==> config.mk <==
export PLATFORM = sky130hd
export DESIGN_NAME = mm_line_fetcher_flat
export DESIGN_NICKNAME = d
export VERILOG_FILES = /design/src/rtl/mm_line_fetcher_if.sv /design/src/rtl/mm_line_fetcher.sv /design/src/flat_wrapper.sv
export SDC_FILE = /design/constraint.sdc
export NUM_CORES = 1
export LEC_CHECK = 0
export CAP_MARGIN = 20
export CORE_MARGIN = 2
export CORE_UTILIZATION = 35
export DETAILED_ROUTE_END_ITERATION = 6
export SLEW_MARGIN = 30
export SYNTH_ARGS = -nofsm -noshare
export SYNTH_HDL_FRONTEND = slang
export SYNTH_SLANG_ARGS = --single-unit
==> constraint.sdc <==
create_clock -name clk -period 2.3 [get_ports clk]
set_input_delay 0.23 -clock clk [delete_from_list [all_inputs] [get_ports clk]]
set_output_delay 0.23 -clock clk [all_outputs]
set_load 0.03 [all_outputs]
==> src/rtl/mm_line_fetcher_if.sv <==
// Bus bundle between the L1 I-cache controller / main memory side and the
// main-memory line fetcher.
interface mm_line_fetcher_if #(
    parameter int ADDR_WIDTH     = 32,
    parameter int DATA_WIDTH     = 32,
    parameter int WORDS_PER_LINE = 4
);
    localparam int OFF = $clog2(WORDS_PER_LINE);

    logic                  re_mm;
    logic                  reset_mm;
    logic [ADDR_WIDTH-1:0] miss_addr;
    logic                  mem_rd;
    logic [ADDR_WIDTH-1:0] mem_addr;
    logic [DATA_WIDTH-1:0] mem_rdata;
    logic [DATA_WIDTH-1:0] mm_data;
    logic                  mem_valid_mm;
    logic [OFF-1:0]        word_idx;
    logic                  line_done;
    logic                  busy;

    // Controller + memory side
    modport master (
        output re_mm, reset_mm, miss_addr, mem_rdata,
        input  mem_rd, mem_addr, mm_data, mem_valid_mm, word_idx, line_done, busy
    );

    // Fetcher side
    modport slave (
        input  re_mm, reset_mm, miss_addr, mem_rdata,
        output mem_rd, mem_addr, mm_data, mem_valid_mm, word_idx, line_done, busy
    );
endinterface

==> src/rtl/mm_line_fetcher.sv <==
// Fetches one cache line word by word from a fixed-latency main memory and
// presents each word with a one-cycle mem_valid_mm pulse.
module mm_line_fetcher #(
    parameter int ADDR_WIDTH     = 32,
    parameter int DATA_WIDTH     = 32,
    parameter int WORDS_PER_LINE = 4,
    parameter int MEM_LATENCY    = 3
) (
    input  logic               clk,
    input  logic               reset,
    mm_line_fetcher_if.slave   bus
);
    localparam int OFF   = $clog2(WORDS_PER_LINE);
    localparam int LAT_W = (MEM_LATENCY > 1) ? $clog2(MEM_LATENCY) : 1;
    localparam logic [LAT_W-1:0]      LAT_LOAD  = LAT_W'(MEM_LATENCY - 1);
    localparam logic [OFF-1:0]        LAST_IDX  = OFF'(WORDS_PER_LINE - 1);
    localparam logic [ADDR_WIDTH-1:0] LINE_MASK = ~ADDR_WIDTH'(WORDS_PER_LINE - 1);

    typedef enum logic [2:0] {
        S_IDLE  = 3'd0,
        S_ISSUE = 3'd1,
        S_WAIT  = 3'd2,
        S_VALID = 3'd3,
        S_DONE  = 3'd4
    } state_t;

    state_t                state_r,     state_s;
    logic [ADDR_WIDTH-1:0] base_r,      base_s;
    logic [OFF-1:0]        word_idx_r,  word_idx_s;
    logic                  line_done_r, line_done_s;
    logic [LAT_W-1:0]      lat_cnt_r,   lat_cnt_s;
    logic [DATA_WIDTH-1:0] mm_data_r,   mm_data_s;
    logic                  mem_rd_r,    mem_rd_s;
    logic [ADDR_WIDTH-1:0] mem_addr_r,  mem_addr_s;
    logic                  valid_r,     valid_s;
    logic                  busy_r,      busy_s;

    // Next-state and next-output computation
    always_comb begin
        state_s     = state_r;
        base_s      = base_r;
        word_idx_s  = word_idx_r;
        line_done_s = line_done_r;
        lat_cnt_s   = lat_cnt_r;
        mm_data_s   = mm_data_r;

        if (bus.reset_mm) begin
            // Restart abandons any in-flight read; its data is never captured
            base_s      = bus.miss_addr & LINE_MASK;
            word_idx_s  = {OFF{1'b0}};
            line_done_s = 1'b0;
            state_s     = S_IDLE;
        end else begin
            case (state_r)
                S_IDLE: begin
                    if (bus.re_mm) begin
                        state_s = S_ISSUE;
                    end else begin
                        state_s = S_IDLE;
                    end
                end
                S_ISSUE: begin
                    lat_cnt_s = LAT_LOAD;
                    state_s   = S_WAIT;
                end
                S_WAIT: begin
                    if (lat_cnt_r == {LAT_W{1'b0}}) begin
                        mm_data_s = bus.mem_rdata;
                        state_s   = S_VALID;
                    end else begin
                        lat_cnt_s = lat_cnt_r - LAT_W'(1);
                    end
                end
                S_VALID: begin
                    word_idx_s = word_idx_r + OFF'(1);
                    if (word_idx_r == LAST_IDX) begin
                        line_done_s = 1'b1;
                        state_s     = S_DONE;
                    end else if (bus.re_mm) begin
                        state_s = S_ISSUE;
                    end else begin
                        state_s = S_IDLE;
                    end
                end
                S_DONE: begin
                    line_done_s = 1'b1;
                    state_s     = S_DONE;
                end
                default: begin
                    state_s = S_IDLE;
                end
            endcase
        end

        // Outputs are decoded from the next state so they register in step with it
        mem_rd_s   = (state_s == S_ISSUE);
        mem_addr_s = mem_rd_s ? (base_s | ADDR_WIDTH'(word_idx_s)) : mem_addr_r;
        valid_s    = (state_s == S_VALID);
        busy_s     = (state_s == S_ISSUE) || (state_s == S_WAIT) || (state_s == S_VALID);
    end

    // State and output registers with synchronous active-low reset
    always_ff @(posedge clk) begin
        if (!reset) begin
            state_r     <= S_IDLE;
            base_r      <= {ADDR_WIDTH{1'b0}};
            word_idx_r  <= {OFF{1'b0}};
            line_done_r <= 1'b0;
            lat_cnt_r   <= {LAT_W{1'b0}};
            mm_data_r   <= {DATA_WIDTH{1'b0}};
            mem_rd_r    <= 1'b0;
            mem_addr_r  <= {ADDR_WIDTH{1'b0}};
            valid_r     <= 1'b0;
            busy_r      <= 1'b0;
        end else begin
            state_r     <= state_s;
            base_r      <= base_s;
            word_idx_r  <= word_idx_s;
            line_done_r <= line_done_s;
            lat_cnt_r   <= lat_cnt_s;
            mm_data_r   <= mm_data_s;
            mem_rd_r    <= mem_rd_s;
            mem_addr_r  <= mem_addr_s;
            valid_r     <= valid_s;
            busy_r      <= busy_s;
        end
    end

    assign bus.mem_rd       = mem_rd_r;
    assign bus.mem_addr     = mem_addr_r;
    assign bus.mm_data      = mm_data_r;
    assign bus.mem_valid_mm = valid_r;
    assign bus.word_idx     = word_idx_r;
    assign bus.line_done    = line_done_r;
    assign bus.busy         = busy_r;
endmodule
==> src/flat_wrapper.sv <==
// flat-port wrapper written by rule: the top's interface ports become plain ports
module mm_line_fetcher_flat 
#(
    parameter int ADDR_WIDTH     = 32,
    parameter int DATA_WIDTH     = 32,
    parameter int WORDS_PER_LINE = 4,
    parameter int MEM_LATENCY    = 3
)
  (clk, reset, bus_re_mm, bus_reset_mm, bus_miss_addr, bus_mem_rdata, bus_mem_rd, bus_mem_addr, bus_mm_data, bus_mem_valid_mm, bus_word_idx, bus_line_done, bus_busy);
  mm_line_fetcher_if #(.ADDR_WIDTH(ADDR_WIDTH), .DATA_WIDTH(DATA_WIDTH), .WORDS_PER_LINE(WORDS_PER_LINE)) bus_i ();
  input  logic clk;
  input  logic reset;
  input wire logic [$bits(bus_i.re_mm)-1:0] bus_re_mm;
  input wire logic [$bits(bus_i.reset_mm)-1:0] bus_reset_mm;
  input wire logic [$bits(bus_i.miss_addr)-1:0] bus_miss_addr;
  input wire logic [$bits(bus_i.mem_rdata)-1:0] bus_mem_rdata;
  output wire logic [$bits(bus_i.mem_rd)-1:0] bus_mem_rd;
  output wire logic [$bits(bus_i.mem_addr)-1:0] bus_mem_addr;
  output wire logic [$bits(bus_i.mm_data)-1:0] bus_mm_data;
  output wire logic [$bits(bus_i.mem_valid_mm)-1:0] bus_mem_valid_mm;
  output wire logic [$bits(bus_i.word_idx)-1:0] bus_word_idx;
  output wire logic [$bits(bus_i.line_done)-1:0] bus_line_done;
  output wire logic [$bits(bus_i.busy)-1:0] bus_busy;
  assign bus_i.re_mm = bus_re_mm;
  assign bus_i.reset_mm = bus_reset_mm;
  assign bus_i.miss_addr = bus_miss_addr;
  assign bus_i.mem_rdata = bus_mem_rdata;
  assign bus_mem_rd = bus_i.mem_rd;
  assign bus_mem_addr = bus_i.mem_addr;
  assign bus_mm_data = bus_i.mm_data;
  assign bus_mem_valid_mm = bus_i.mem_valid_mm;
  assign bus_word_idx = bus_i.word_idx;
  assign bus_line_done = bus_i.line_done;
  assign bus_busy = bus_i.busy;
  mm_line_fetcher #(.ADDR_WIDTH(ADDR_WIDTH), .DATA_WIDTH(DATA_WIDTH), .WORDS_PER_LINE(WORDS_PER_LINE), .MEM_LATENCY(MEM_LATENCY)) u_core (.clk(clk), .reset(reset), .bus(bus_i));
endmodule
==> flow_summary.ini <==
[outcome]
status = finished, final reports clean

[logic_synthesis]
ys_warn_count = 0
synthCells = 417
syn_area_per_cell_um2 = 9.319
synthXorXnorAreaFrac_pct = 0.4507
synth_top_family_by_area = simple AND/OR/NAND/NOR gates
ys_top_cells_by_area = dfxtp_1 55%, mux2i_1 8.0%, nand2_1 6.7%
synth_area_um2 = 3886
synthFlopType = dfxtp_1
synth_top_area_share_pct = 55.12
ys_ff_latch = 107
async_reset_ff_share_pct = 0
yosysTopAreaCell = dfxtp_1
yosysMostFrequentCell = dfxtp_1
synth-compound-area-share_pct = 12.72
synth_common_cells = 107 x dfxtp_1, 69 x nand2_1, 40 x nor2_1
syn_nets = 487
synthSimpleGateAreaFrac_pct = 18.09
synth_edf_count = 0
synth_adder_area_share_pct = 0.6439
synth_mux_area_share_pct = 7.985
synth_cell_type_count = 36
synth.yosys.seq_area_share_pct = 55.12

[clock_network]
numCtsBuffers = 9
cts-root-buf = clkbuf_8
cts_max_level = 3
clock_path_buffers = 2
hold_buffers = 0
cts.sinks = 107
cts_resized = 0
cts_tree = built
path_clk_slew_ps = 100
postCtsSetupBuffers = 0
insertion_delay_ps = 360

[place]
gp_congestion = 0.7156
pre_cts_slack_ps = 419.7
post-dp-hpwl_mm = 6.286
port_buffers = 135
place_area_um2 = 5330
numPlacedInstances = 666

[worst_hold_path]
min_from = bus_reset_mm
holdPathEnd = u_core.base_r[29]
min_path_type = in -> reg
min_path_cells = 3

[setup_path]
r2r-start = u_core.state_r[1]
critPathKind = reg -> reg
startpoint_type = flop
endpoint_kind = flop
r2r-end = u_core.bus.mm_data[27]
arrival_ps = 2200
startpoint = u_core.state_r[1]
cp_max_fo = 32
ff2ff_setup_slack_ps = 400
r2r_cells = 5
cp_data_required_time_ps = 2600

[timing]
post-route-worst-setup-slack_ps = 399.7
clock_skew_ps = 6.369
fmax_mhz = 526.2
rsz0062_at_grt = no
fin_crit_sh_pct = 82.62
finalSetupTns_ps = 0
period_minus_slack_ps = 1900
hold_violations = 0
slew_headroom_pct = 64.80
setup_violations = 0
final_max_slew_viol_count = 0
worst_pin_slew_ps = 527.9

[final_layout]
filler_cell_count = 1036
diodes = 0
postLayoutCoreUtil_pct = 50.81
design_area_um2 = 5508
drive_gt1_share_pct = 5.351
area_growth_syn_to_layout_pct = 41.73
final_cells = 682
nets = 607

[grt]
track_usage_pct = 15.99
use_met1_pct = 20.64
met2_usage_pct = 25.00
antenna_found_initial = 0
grt_pass1_wl_mm = 15.06
grt_overflow = 0
grt_max_degree = 64
grt_pass1_vias = 3138
top_usage_layer = met2
grtUsageMet3_pct = 4.742

[pwr]
peakVddDrop_mv = 0.2587
power_density_nw_per_um2 = 624.6
p_leak_nw = 2.028

[flow_run]
drv_cap = 0

[detailed_routing]
post-route-drc-count = 0
drtIter0Drc = 124
avgRoutedWirePerCell_um = 13.69
drtAntennaViolNets = 0
vias = 3283
first_pass_iters = 4
via_per_inst = 4.814
routed_wirelength_mm = 9.339

[floorplan]
die_y_um = 109.4
core-area_um2 = 10840
die_w_um = 109.4
start_util_pct = 35.85
ios = 138
rows = 38
dieArea_um2 = 11960
metrics by stage:
step | hold slack [ps] | total power [mW]
after global placement | 414.9 | 2.414
final | 302.2 | 3.440
after CTS | 288.8 | 3.497
after global routing | 333.9 | 3.611
after floorplan | 366.0 | 2.202
after detailed placement | 418.0 | 2.422
layout make-up:
class,instances,area [um^2],area share [%]
tap,140,175.2,3.180
clock inverter,5,36.28,0.6588
clock buffer,11,141.4,2.567
sequential,107,2142,38.89
timing repair buffer,142,1424,25.85
inverter,8,30.03,0.5452
multi-input combinational,269,1559,28.31
worst max path at each step:
| stage | end | depth (start not counted) | slack, ps |
|---|---|---|---|
| 2_1_floorplan | u_core.bus.mem_addr[1] | 6 | 510 |
| 3_3_place_gp | u_core.bus.mm_data[12] | 5 | 460 |
| 3_5_place_dp | u_core.bus.mm_data[9] | 5 | 420 |
| 4_1_cts | u_core.bus.mm_data[9] | 5 | 400 |
| 5_1_grt | u_core.bus.mm_data[28] | 5 | 260 |
| 6_report | u_core.bus.mm_data[27] | 5 | 400 |
where the power goes:
| part | total (mW) | internal, mW | switching [mW] |
|---|---|---|---|
| clock | 1.07 | 0.431 | 0.635 |
| sequential | 1.94 | 1.91 | 0.0259 |
| combinational | 0.434 | 0.213 | 0.220 |
cell usage in the layout (no fill, tap or decap), drive strengths merged:
cell type and count:
clkdlybuf4s50 134, dfxtp 107, nand2 69, nor2 40, a21oi 36, nand3 32, mux2i 31, o31ai 31
clkbuf 11, inv 10, buf 8, nand2b 3, nor3b 3, clkinv 3, and3b 2, nor2b 2
o21ai 2, xnor2 2, o311a 2, ha 2, or3b 1, nand3b 1, o211ai 1, or3 1
or2 1, a311o 1, a211oi 1, a22oi 1, and2 1, o211a 1, nor3 1, and4 1
critical path, cell delays in order (launching register included):
cell	delay, ps
dfxtp_1	620
or3b_4	460
nor3b_4	180
buf_4	340
nand2_1	100
a21oi_1	120
kinds of logic (layout without fill, tap and decap cells):
group	count (synthesis)	count (layout)
mux	31	31
compound gates	76	76
flops	107	107
xor+xnor	2	2
buf+inv	41	166
fa+ha+maj	2	2
simple gates	158	158
routing by layer:
layer  share of wire, %  routed length, um
met1                 45               4219
met2                 46               4305
met3                6.7                629
met4                2.0                185
met5                  0                  0
flip-flops by register name, summed over array words and instances, names as in the netlist:
signal and cells:
u_core.bus.mem_valid_mm 1, u_core.base_r 32, u_core.bus.line_done 1, u_core.bus.busy 1, u_core.bus.mem_addr 32, u_core.lat_cnt_r 2, u_core.bus.mem_rd 1, u_core.bus.mm_data 32
u_core.state_r 3, u_core.bus.word_idx 2
(Power assumes the default switching activity.)
